$ cat config.mk
export PLATFORM = sky130hd
export DESIGN_NAME = alu_control_flat
export DESIGN_NICKNAME = d
export VERILOG_FILES = /design/src/rtl/alu_control_if.sv /design/src/rtl/alu_control.sv /design/src/flat_wrapper.sv
export SDC_FILE = /design/constraint.sdc
export NUM_CORES = 1
export LEC_CHECK = 0
export CAP_MARGIN = 10
export CORE_ASPECT_RATIO = 2
export CORE_UTILIZATION = 40
export CTS_CLUSTER_DIAMETER = 40
export DETAILED_ROUTE_END_ITERATION = 10
export DONT_BUFFER_PORTS = 1
export PLACE_DENSITY = 0.61
export SETUP_SLACK_MARGIN = 0.05
export SLEW_MARGIN = 15
export SYNTH_ARGS = -nofsm -noshare
export SYNTH_HDL_FRONTEND = slang
export SYNTH_SLANG_ARGS = --single-unit
$ cat constraint.sdc
create_clock -name clk -period 4.8 [get_ports clk]
set_input_delay 0.96 -clock clk [delete_from_list [all_inputs] [get_ports clk]]
set_output_delay 0.96 -clock clk [all_outputs]
set_load 0.01 [all_outputs]
$ cat src/rtl/alu_control_if.sv
// rtl/alu_control_if.sv - instruction issue and ALU/divider control signal bundle
interface alu_control_if;
    logic       InstValid;
    logic [5:0] Signal;
    logic       Ready;
    logic [2:0] ALUOp;
    logic       ShiftEn;
    logic       DivStart;
    logic       HiLoWrite;
    logic [5:0] MuxSel;
    logic       ResultValid;
    logic       Illegal;

    modport master (
        output InstValid, Signal,
        input  Ready, ALUOp, ShiftEn, DivStart, HiLoWrite, MuxSel, ResultValid, Illegal
    );

    modport slave (
        input  InstValid, Signal,
        output Ready, ALUOp, ShiftEn, DivStart, HiLoWrite, MuxSel, ResultValid, Illegal
    );
endinterface

$ cat src/rtl/alu_control.sv
// rtl/alu_control.sv - funct decoder driving ALU op, shifter, divider sequencing and result mux
module alu_control #(
    parameter int unsigned DIV_CYCLES  = 32,
    parameter logic [5:0]  ILLEGAL_SEL = 6'b111111
) (
    input  logic clk,
    input  logic reset,
    alu_control_if.slave bus
);
    typedef enum logic [1:0] {IDLE, DIV_BUSY, DIV_DONE} state_t;

    localparam logic [5:0] F_AND  = 6'b100100;
    localparam logic [5:0] F_OR   = 6'b100101;
    localparam logic [5:0] F_ADD  = 6'b100000;
    localparam logic [5:0] F_SUB  = 6'b100010;
    localparam logic [5:0] F_SLT  = 6'b101010;
    localparam logic [5:0] F_SLL  = 6'b000000;
    localparam logic [5:0] F_DIVU = 6'b011011;
    localparam logic [5:0] F_MFHI = 6'b010000;
    localparam logic [5:0] F_MFLO = 6'b010010;
    localparam logic [5:0] DIV_LAST = 6'(DIV_CYCLES);

    state_t     state, state_nxt;
    logic [5:0] cnt, cnt_nxt;
    logic       accept;
    logic       is_single, is_alu, is_sll, is_div;
    logic [2:0] alu_code;

    logic [2:0] alu_op_q;
    logic [5:0] mux_sel_q;
    logic       shift_en_q, div_start_q, result_valid_q, illegal_q;

    always_comb begin
        is_single = 1'b0;
        is_alu    = 1'b0;
        is_sll    = 1'b0;
        is_div    = 1'b0;
        alu_code  = 3'b000;
        case (bus.Signal)
            F_AND:  begin is_single = 1'b1; is_alu = 1'b1; alu_code = 3'b000; end
            F_OR:   begin is_single = 1'b1; is_alu = 1'b1; alu_code = 3'b001; end
            F_ADD:  begin is_single = 1'b1; is_alu = 1'b1; alu_code = 3'b010; end
            F_SUB:  begin is_single = 1'b1; is_alu = 1'b1; alu_code = 3'b110; end
            F_SLT:  begin is_single = 1'b1; is_alu = 1'b1; alu_code = 3'b111; end
            F_SLL:  begin is_single = 1'b1; is_sll = 1'b1; end
            F_MFHI: is_single = 1'b1;
            F_MFLO: is_single = 1'b1;
            F_DIVU: is_div = 1'b1;
            default: ;
        endcase
    end

    // Ready is purely a function of state, so a held MFHI/MFLO waits out the divide.
    assign accept = bus.InstValid && (state == IDLE);

    always_ff @(posedge clk or negedge reset) begin
        if (!reset) begin
            state <= IDLE;
            cnt   <= 6'd0;
        end else begin
            state <= state_nxt;
            cnt   <= cnt_nxt;
        end
    end

    always_comb begin
        state_nxt = state;
        cnt_nxt   = cnt;
        case (state)
            IDLE: begin
                if (accept && is_div) begin
                    state_nxt = DIV_BUSY;
                    cnt_nxt   = 6'd1;
                end
            end
            DIV_BUSY: begin
                if (cnt == DIV_LAST) state_nxt = DIV_DONE;
                else                 cnt_nxt   = cnt + 6'd1;
            end
            DIV_DONE: state_nxt = IDLE;
            default:  state_nxt = IDLE;
        endcase
    end

    always_ff @(posedge clk or negedge reset) begin
        if (!reset) begin
            alu_op_q       <= 3'b000;
            mux_sel_q      <= ILLEGAL_SEL;
            shift_en_q     <= 1'b0;
            div_start_q    <= 1'b0;
            result_valid_q <= 1'b0;
            illegal_q      <= 1'b0;
        end else begin
            shift_en_q     <= 1'b0;
            div_start_q    <= 1'b0;
            result_valid_q <= 1'b0;
            illegal_q      <= 1'b0;
            if (accept) begin
                if (is_single) begin
                    mux_sel_q      <= bus.Signal;
                    result_valid_q <= 1'b1;
                    shift_en_q     <= is_sll;
                    if (is_alu) alu_op_q <= alu_code;
                end else if (is_div) begin
                    div_start_q <= 1'b1;
                end else begin
                    mux_sel_q <= ILLEGAL_SEL;
                    illegal_q <= 1'b1;
                end
            end
        end
    end

    assign bus.Ready       = (state == IDLE);
    assign bus.HiLoWrite   = (state == DIV_DONE);
    assign bus.ALUOp       = alu_op_q;
    assign bus.MuxSel      = mux_sel_q;
    assign bus.ShiftEn     = shift_en_q;
    assign bus.DivStart    = div_start_q;
    assign bus.ResultValid = result_valid_q;
    assign bus.Illegal     = illegal_q;
endmodule

$ cat src/flat_wrapper.sv
// flat-port wrapper written by rule: the top's interface ports become plain ports
module alu_control_flat 
#(
    parameter int unsigned DIV_CYCLES  = 32,
    parameter logic [5:0]  ILLEGAL_SEL = 6'b111111
)
  (clk, reset, bus_InstValid, bus_Signal, bus_Ready, bus_ALUOp, bus_ShiftEn, bus_DivStart, bus_HiLoWrite, bus_MuxSel, bus_ResultValid, bus_Illegal);
  alu_control_if bus_i ();
  input  logic clk;
  input  logic reset;
  input wire logic [$bits(bus_i.InstValid)-1:0] bus_InstValid;
  input wire logic [$bits(bus_i.Signal)-1:0] bus_Signal;
  output wire logic [$bits(bus_i.Ready)-1:0] bus_Ready;
  output wire logic [$bits(bus_i.ALUOp)-1:0] bus_ALUOp;
  output wire logic [$bits(bus_i.ShiftEn)-1:0] bus_ShiftEn;
  output wire logic [$bits(bus_i.DivStart)-1:0] bus_DivStart;
  output wire logic [$bits(bus_i.HiLoWrite)-1:0] bus_HiLoWrite;
  output wire logic [$bits(bus_i.MuxSel)-1:0] bus_MuxSel;
  output wire logic [$bits(bus_i.ResultValid)-1:0] bus_ResultValid;
  output wire logic [$bits(bus_i.Illegal)-1:0] bus_Illegal;
  assign bus_i.InstValid = bus_InstValid;
  assign bus_i.Signal = bus_Signal;
  assign bus_Ready = bus_i.Ready;
  assign bus_ALUOp = bus_i.ALUOp;
  assign bus_ShiftEn = bus_i.ShiftEn;
  assign bus_DivStart = bus_i.DivStart;
  assign bus_HiLoWrite = bus_i.HiLoWrite;
  assign bus_MuxSel = bus_i.MuxSel;
  assign bus_ResultValid = bus_i.ResultValid;
  assign bus_Illegal = bus_i.Illegal;
  alu_control #(.DIV_CYCLES(DIV_CYCLES), .ILLEGAL_SEL(ILLEGAL_SEL)) u_core (.clk(clk), .reset(reset), .bus(bus_i));
endmodule
Word-level counts from Yosys, hierarchy flattened

Index checks and enable logic that the tools add are counted.

Bits in registers: 21
Bits of input ports: 9
Output and inout bits: 15

Reductions and logical operators: 11
Eq/ne operators: 15
Add/subtract/negate cells: 1
Mux-type cells: 23

Operator list:

| cell                                          | count |
|---|---|
| == test 6 bit, second input constant          | 6 |
| 2-to-1 mux 6 bit                              | 4 |
| == test 6 x 5 -> 1 bit, second input constant | 3 |
| 2-to-1 mux 1 bit                              | 14 |
| case mux 3 bit (4 select lines)               | 1 |
| case mux 6 bit (2 select lines)               | 1 |
| OR reduction 8 bit                            | 1 |
| adder 6 x 1 -> 6 bit, second input constant   | 1 |
| zero test 6 bit                               | 1 |
| != test 2 x 1 -> 1 bit, second input constant | 3 |
| AND reduction 3 bit                           | 2 |
| OR reduction 5 bit                            | 1 |
| 2-to-1 mux 2 bit                              | 2 |
| case mux 2 bit (2 select lines)               | 1 |
| AND reduction 2 bit                           | 2 |
| == test 2 x 1 -> 1 bit, second input constant | 1 |
| == test 2 bit, second input constant          | 1 |
| logical AND 1 bit                             | 2 |
| zero test 2 bit                               | 1 |
| != test 2 bit, second input constant          | 1 |
| nonzero test 2 bit                            | 1 |

Depth between registers and ports, before layout

Gate-level depths: netlist of run 1.

Word-level depth: 5
Gate-level depth with buffers: 6
Mapped depth without buffers: 6

Least setup slack after synthesis of run 1

No wires, ideal clock.

Path kind: input -> register
From: input port bus_Signal[1]
To: register u_core.mux_sel_q[0], in the netlist u_core.bus.MuxSel[0]
Arrival time: 2.040 ns
Stages on the path: 6
Path slack: 2.676 ns
Path buffers: 1
Library setup time: 0.083 ns
Path through: buf_2 > nand2_1 > o31ai_4 > a211o_1 > inv_2 > a221o_1

Word-level cells in the longest chain between the ends: 5
Elaborated cells between the ends (all ways): 15
Those cells by class: 9 x eq/ne; 3 x mux; 3 x reduce/logical

RTL lines:

| what                                           | RTL line           | source |
|---|---|---|
| from (decl)                                    | flat_wrapper.sv:12 | `input wire logic [$bits(bus_i.Signal)-1:0] bus_Signal;` |
| == test 6 x 5 -> 1 bit (tied with other cells) | alu_control.sv:39  | `case (bus.Signal)` |
| OR reduction 8 bit (no line)                   | n/a                |  |
| 2-to-1 mux 1 bit                               | alu_control.sv:39  |  |
| != test 2 x 1 -> 1 bit (no line)               | n/a                |  |
| AND reduction 2 bit (no line)                  | n/a                |  |
| to (signal assigned)                           | alu_control.sv:100 | `mux_sel_q <= bus.Signal;` |
| to (decl)                                      | alu_control.sv:30  | `logic [5:0] mux_sel_q;` |

Parallel ways exist; a longest one is shown, timed or not.
A chain may end at the register's enable or synchronous reset.

Final worst setup path of run 1

From: input port bus_Signal[5]
To: register u_core.alu_op_q[2], in the netlist u_core.bus.ALUOp[2]

Word-level cells in the longest chain between the ends: 4
Elaborated cells between the ends (all ways): 14
Those cells by class: 7 x eq/ne; 3 x mux; 4 x reduce/logical

RTL lines:

| what                                                               | RTL line           | source |
|---|---|---|
| == test 6 x 5 -> 1 bit (tied with other cells)                     | alu_control.sv:39  |  |
| OR reduction 8 bit (no line) or OR reduction 5 bit (tied branches) | n/a                |  |
| 2-to-1 mux 1 bit                                                   | alu_control.sv:39  |  |
| AND reduction 3 bit (no line)                                      | n/a                |  |
| to (signal assigned)                                               | alu_control.sv:103 | `if (is_alu) alu_op_q <= alu_code;` |
| to (decl)                                                          | alu_control.sv:29  | `logic [2:0] alu_op_q;` |

Parallel ways exist; a longest one is shown, timed or not.

==> results of run 1 <==
==> metal layers <==
| layer | vias up | global-route usage |
|---|---|---|
| li1 | 397 | - |
| met1 | 432 | 0.2008 |
| met2 | 21 | 0.3367 |
| met3 | 2 | 0.03207 |
| met4 | 0 | 0.07931 |
| met5 | - | 0 |
==> layout by cell type, fill, tap and decap left out, types with 2 or more instances in the layout <==
cell type | synthesis | routed
a221o_1 | 2 | 2
nor2b_1 | 3 | 3
nor2_1 | 9 | 9
o21ai_0 | 5 | 5
nor3_1 | 5 | 5
mux2_2 | 2 | 2
dfrtp_1 | 15 | 15
nand3_1 | 3 | 3
a32o_1 | 2 | 2
nand2_1 | 10 | 10
dfstp_2 | 6 | 6
ha_1 | 2 | 2
nand4_1 | 2 | 2
o211ai_1 | 2 | 2
a21oi_1 | 3 | 3
mux2i_1 | 2 | 2
clkbuf_8 | 0 | 3
a22o_1 | 2 | 2
inv_1 | 7 | 7
nor4_1 | 2 | 2
and3_1 | 3 | 3
==> final cells by class <==
type,count,share of cell area
Sequential cell,21,0.4518
Clock buffer,4,0.03818
Multi-Input combinational cell,78,0.4549
Inverter,8,0.02545
Tap cell,28,0.02969
==> worst paths after layout <==
path	startpoint	endpoint	cells past startpoint
max	bus_Signal[5]	u_core.bus.ALUOp[2]	4
min	reset	u_core.state[1]	0
max reg2reg	u_core.state[0]	u_core.cnt[3]	4
min reg2reg	u_core.bus.MuxSel[1]	u_core.bus.MuxSel[1]	2
max in group asynchronous	reset	u_core.bus.MuxSel[5]	0
min in group clk	u_core.bus.MuxSel[1]	u_core.bus.MuxSel[1]	2
==> registers in the layout, indices dropped and copies added, names as in the netlist <==
signal and flops:
u_core.bus.ALUOp 3, u_core.bus.DivStart 1, u_core.bus.Illegal 1, u_core.bus.MuxSel 6
u_core.bus.ResultValid 1, u_core.bus.ShiftEn 1, u_core.cnt 6, u_core.state 2
==> cell families (layout without fill, tap and decap cells) <==
kind of cell    after synthesis  count (layout)  share of synthesized area
buf+inv                      11              12                    0.03824
compound gates               24              24                     0.1710
simple gates                 47              47                     0.2430
xor+xnor                      1               1                   0.007875
flops                        21              21                     0.4792
fa+ha+maj                     2               2                    0.02249
mux                           4               4                    0.03824
==> power breakdown <==
part | switching (mW) | internal, mW | leakage (nW)
Sequential | 0.0630 | 0.240 | 0.257
Combinational | 0.0840 | 0.0704 | 0.243
Clock | 0.0545 | 0.0590 | 0.0228
==> worst max-delay path, stage by stage <==
cell and delay [ns]:
nor2b_2 0.27, o21ai_0 0.21, nand4bb_1 0.38, mux2_2 0.35
==> flow_summary.ini, run 1 <==
[status]
status = complete, no violations

[sta]
slew_violations = 0
whs_ns = 0.3869
setup_viol = 0
period_share = 0.4238
max_slew_margin = 0.6545
setup_tns_ns = 0
rsz0062_at_grt = no
fin_skew_ns = 0.007577
min_period_ns = 2.034
worst_slew_pin_slew_ns = 0.5171
hold_viol = 0
max_clock_freq_mhz = 491.6
timing.final.ws_setup_ns = 2.766

[synthesis]
synth_top_cell_area_share = 0.3375
synth_area_mm2 = 0.001112
ys_types = 42
netlist_top_cells_area = dfrtp_1, dfstp_2, nand2_1
synth_area_leader_cell = dfrtp_1
yosysSeqAreaShare = 0.4792
synth-edff-count = 0
synthArstFlopShare = 1.000
synth_flop_cell = dfrtp_1
syn_inst = 110
yosysMostFrequentCell = dfrtp_1
syn-num-nets = 121
ys_seq_elements = 21
syn_area_per_cell_um2 = 10.11
synth_warnings = 0
synth.cells.most_frequent = dfrtp_1, nand2_1, nor2_1

[cts]
numClockSinks = 21
post_cts_buffers = 0
cts_tree = built
cts-root-buf = clkbuf_8
clk_latency_ns = 0.26
ctsResizeCount = 0
cts.path.max_buffers = 2
cts-buffers-inserted = 3
cts_max_level = 1
cts.reportedPaths.clkPinSlew_ns = 0.08
holdBufCountCts = 0

[routing]
top_layer = met4
drc = 0
drt-wirelength-per-cell_um = 17.53
vias = 852
drtAntennaViolNets = 0
dr_wl_met2_um = 1470
wirelength_um = 2436
drt-met1-wl_um = 864
viasPerCell = 6.129
met3_length_um = 80
drt_iter0_drc = 28
firstDrtPassIters = 4

[global_routing]
grt_max_degree = 22
grt.total_usage = 0.1894
grt_pass1_wl_um = 4022
grt_pass1_vias = 847
overflow = 0
antenna_found_initial = 0

[final_layout]
multi_input_area_um2 = 536.8
antennaDiodeCount = 0
register_area_um2 = 533.0
design_area_mm2 = 0.001180
nets = 123
stdcell_count = 139
fin_util = 0.4534
area_delta_synth_final_pct = 6.074
fillers = 267
layout-drive-gt1-share = 0.1622

[pwr]
vdd_ir_drop_max_mv = 0.2193
power_mw = 0.5714
powerDensity_mw_per_mm2 = 484.3
leakage_nw = 0.5227

[worst_hold_path]
hold_path.class = primary input to async pin

[placement]
port_buffers = 0
place_congestion = 0.7160
pre_cts_ws_ns = 2.538
place_area_mm2 = 0.001135
dpl.hpwl_um = 1922
place_inst = 135

[floorplanning]
start_util = 0.4274
die-area_mm2 = 0.003009
dieHeight_um = 76.58
die_width_um = 39.29
rows = 26
pin_count = 24
coreArea_mm2 = 0.002603

[worst_setup_path]
worst_setup_path_start_kind = primary input
critPathMaxFanout = 8
required_ns = 4.94
worstPathArrival_ns = 2.17
reg2reg_slack_ns = 3.00
critPathKind = primary input to flop
cp-end-kind = flop

[flow_run]
cap_violations = 0
Note: power is estimated with default switching activity, not from simulation.
==> run 2: changes to the inputs <==
clock period = 2.1 ns   (was 4.8 ns; I/O delays follow)
==> run 2 against run 1 <==
Effect of this change:
- power is 130% higher
- sequential power is 130% higher
- die area stayed put
- flip-flop and latch count stayed put
- sequential share of layout area is 0.43 points lower
- final cell count is 0.72% higher
- final area is 0.95% higher
- first-iteration DRC count is 64% lower
- non-clock buffer count is 1 higher
- register-to-register slack worse by 2.7 ns
- clock skew is 0.0029 ns lower
- global-route usage hardly changed
- largest cell class unchanged
==> flow_summary.ini, run 2 (synthesis results as in run 1) <==
[cts]
cts.reportedPaths.clkPinSlew_ns = 0.08
numClockSinks = 21
post_cts_buffers = 0
cts-root-buf = clkbuf_8
clk_latency_ns = 0.26
cts_max_level = 1
holdBufCountCts = 1
ctsResizeCount = 0
cts-buffers-inserted = 3
cts_tree = built
cts.path.max_buffers = 2

[placement]
pre_cts_ws_ns = 0.3046
port_buffers = 0
dpl.hpwl_um = 1909
place_inst = 135
place_area_mm2 = 0.001135
place_congestion = 0.6855

[floorplanning]
pin_count = 24
start_util = 0.4274
coreArea_mm2 = 0.002603
die-area_mm2 = 0.003009
die_width_um = 39.29
dieHeight_um = 76.58
rows = 26

[pwr]
vdd_ir_drop_max_mv = 0.4879
powerDensity_mw_per_mm2 = 1104
power_mw = 1.315
leakage_nw = 0.5296

[status]
status = complete, no violations

[final_layout]
layout-drive-gt1-share = 0.1696
design_area_mm2 = 0.001191
fillers = 269
antennaDiodeCount = 0
area_delta_synth_final_pct = 7.086
most-common-layout-cells = dfrtp_1, nand2_1, nor2_1
stdcell_count = 140
nets = 124
mostFrequentLayoutCell = dfrtp_1

[sta]
timing.final.ws_setup_ns = 0.3123
hold_viol = 0
setup_viol = 0
worst_slew_pin_slew_ns = 0.9336
rsz0062_at_grt = no
slew_violations = 0
max_slew_margin = 0.3755
fin_skew_ns = 0.004708
setup_tns_ns = 0
period_share = 0.8513
min_period_ns = 1.788
max_clock_freq_mhz = 559.4

[flow_run]
cap_violations = 0

[routing]
viasPerCell = 6.007
drc = 0
vias = 841
drt-wirelength-per-cell_um = 17.30
drt_iter0_drc = 10
drtAntennaViolNets = 0
firstDrtPassIters = 4
wirelength_um = 2422

[worst_setup_path]
worstPathArrival_ns = 1.94
cp-end-kind = flop
required_ns = 2.25
critPathMaxFanout = 7
critPathKind = flop to flop
r2r-start = u_core.state[0]
crit_start = u_core.state[0]
worst_setup_path_start_kind = flop

[global_routing]
grt.total_usage = 0.1898
grt_max_degree = 22
grt_pass1_wl_um = 4015
antenna_found_initial = 0
grt_pass1_vias = 899
overflow = 0

[worst_hold_path]
hold_path.class = primary input to flop
worstHoldStart = bus_Signal[4]
run 2: cell types whose count changed in the layout (fill, tap and decap cells not counted), sizes merged:
cell and change:
clkbuf -1, clkinv +1, dlygate4sd3 +1
run 2: worst paths after layout:
path,end,slack (ns),cells after the start
max,u_core.cnt[2],0.31,4
min,u_core.bus.ShiftEn,0.24,1
max reg2reg,u_core.cnt[2],0.31,4
min reg2reg,u_core.bus.MuxSel[1],0.51,2
max in group asynchronous,u_core.cnt[0],0.79,1
min in group asynchronous,u_core.cnt[2],0.75,1
run 2: metrics by stage:
stage,util,hold WS [ns]
after floorplan,-,0.1244
after CTS,0.4577,0.2391
final,0.4577,0.2416
after global placement,0.4361,0.1248
after detailed placement,0.4361,0.1249
after global routing,0.4577,0.2432
run 2: layer usage:
metal	vias up	share of wire	GRT usage
met5	-	0	0
met4	0	0.030	0.1034
met3	6	0.033	0.03499
met2	21	0.59	0.3350
met1	409	0.34	0.1885
li1	405	-	-
run 2: final cells by class:
| type | count | area (um2) | share of cell area |
|---|---|---|---|
| clock buffers | 3 | 41.29 | 0.03466 |
| clock inverters | 1 | 5.005 | 0.004202 |
| inverters | 8 | 30.03 | 0.02521 |
| multi-input cells | 78 | 536.8 | 0.4506 |
| flip-flops and latches | 21 | 533.0 | 0.4475 |
| well taps | 28 | 35.03 | 0.02941 |
| repair buffers | 1 | 10.01 | 0.008403 |
run 2: report_power, final:
| part | switching (mW) | internal, mW | total (mW) |
|---|---|---|---|
| Combinational | 0.195 | 0.162 | 0.358 |
| Clock | 0.131 | 0.132 | 0.263 |
| Sequential | 0.146 | 0.549 | 0.695 |
| Total | 0.472 | 0.843 | 1.32 |
run 2: critical path: stages, from the launching register on:
cell     delay (ns)
dfrtp_1        0.45
or3b_4         0.47
nor4_4         0.38
a21oi_2        0.11
a22o_1         0.26
==> run 3: changes to the inputs <==
PLACE_DENSITY = 0.56   (was 0.61)
==> run 3 against run 2 <==
Effect of this change:
- sequential power barely moved
- utilization unchanged
- count of clock-buffer cells in the layout unchanged
- wire length fell by 1.2%
- power down 0.57%
- fmax is 0.70% lower
- clock power fell by 2%
- worst hold slack worse by 0.017 ns
- largest power group unchanged
==> flow_summary.ini, run 3 (synthesis results as in run 1) <==
[worst_setup_path]
max_stage_delay_ns = 0.46
crit_chain = or3b_4 -> nor4_4 -> a21oi_2 -> a22o_1
critPathKind = flop to flop
worstPathArrival_ns = 1.95
cp-end-kind = flop
required_ns = 2.25
r2r-start = u_core.state[0]
crit_start = u_core.state[0]
reg2reg_slack_ns = 0.30
critPathMaxFanout = 7
worst_setup_path_start_kind = flop
crit_family = simple AND/OR/NAND/NOR gates
critPathSlowestCell = or3b_4
crit_buf_inv = 0

[sta]
fin_skew_ns = 0.004608
max_slew_margin = 0.3810
min_period_ns = 1.800
max_clock_freq_mhz = 555.5
setup_tns_ns = 0
whs_ns = 0.2249
worst_slew_pin_slew_ns = 0.9254
period_share = 0.8573
hold_viol = 0
slew_violations = 0
rsz0062_at_grt = no
setup_viol = 0

[routing]
viasPerCell = 5.764
vias = 807
wirelength_um = 2393
drt-wirelength-per-cell_um = 17.09
drtAntennaViolNets = 0
drt_iter0_drc = 12
firstDrtPassIters = 4
drc = 0

[global_routing]
antenna_found_initial = 0
grt_max_degree = 22
grt.total_usage = 0.1828
grt_pass1_vias = 836
grt_pass1_wl_um = 3864
overflow = 0

[cts]
numClockSinks = 21
cts.path.max_buffers = 2
cts_tree = built
cts.reportedPaths.clkPinSlew_ns = 0.08
post_cts_buffers = 0
cts_max_level = 1
cts-root-buf = clkbuf_8
clk_latency_ns = 0.26
cts-buffers-inserted = 3

[final_layout]
multi_input_area_um2 = 536.8
fillers = 259
stdcell_count = 140
antennaDiodeCount = 0
register_area_um2 = 533.0
layout-drive-gt1-share = 0.1696
nets = 124
fin_util = 0.4577
mostFrequentLayoutCell = dfrtp_1
area_delta_synth_final_pct = 7.086
most-common-layout-cells = dfrtp_1, nand2_1, nor2_1

[worst_hold_path]
hold_path.class = primary input to flop
worstHoldStart = bus_Signal[4]

[floorplanning]
rows = 26
start_util = 0.4274
coreArea_mm2 = 0.002603
die-area_mm2 = 0.003009
pin_count = 24
die_width_um = 39.29
dieHeight_um = 76.58

[placement]
place_congestion = 0.6714
dpl.hpwl_um = 1879
place_inst = 135
port_buffers = 0

[pwr]
vdd_ir_drop_max_mv = 0.4159
powerDensity_mw_per_mm2 = 1098
power_mw = 1.308
leakage_nw = 0.5296

[flow_run]
cap_violations = 0

[status]
status = complete, no violations
[run 3: metal layers]
metal	track usage	part of all wire	up-vias
met5	0	0	-
met4	0.07241	0.012	0
met3	0.02915	0.029	2
met2	0.3350	0.59	15
met1	0.1857	0.37	389
li1	-	-	401
[run 3: area by class of cell]
cell class	instances	share of cell area
Tap cell	28	0.02941
Clock inverter	1	0.004202
Timing Repair Buffer	1	0.008403
Inverter	8	0.02521
Clock buffer	3	0.03466
Multi-Input combinational cell	78	0.4506
Sequential cell	21	0.4475
[run 3: what timing repair did]
item	4_1_cts	5_1_grt
endpoints found under the setup margin	0	0
gates resized for setup	0	0
hold buffers	1	0
endpoints found under the hold margin	21	0
[run 3: through the flow]
| stage | setup WS [ns] | instance area [um2] |
|---|---|---|
| 2_1_floorplan | 0.5110 | 1112 |
| 3_3_place_gp | 0.3158 | 1135 |
| 3_5_place_dp | 0.2790 | 1135 |
| 4_1_cts | 0.2765 | 1191 |
| 5_1_grt | 0.2257 | 1191 |
| 6_report | 0.2997 | 1191 |
[run 3: where the power goes]
part / internal, mW / switching [mW]
Clock: 0.132 / 0.126
Sequential: 0.549 / 0.143
Combinational: 0.163 / 0.195
Total: 0.844 / 0.464
[run 3: worst paths after layout]
kind	end	depth (start not counted)
worst max-delay path	u_core.cnt[2]	4
max in group asynchronous	u_core.bus.DivStart	1
min in group asynchronous	u_core.state[1]	1
worst max register to register	u_core.cnt[2]	4
worst min register to register	u_core.bus.MuxSel[1]	2
worst min-delay path	u_core.bus.ShiftEn	1
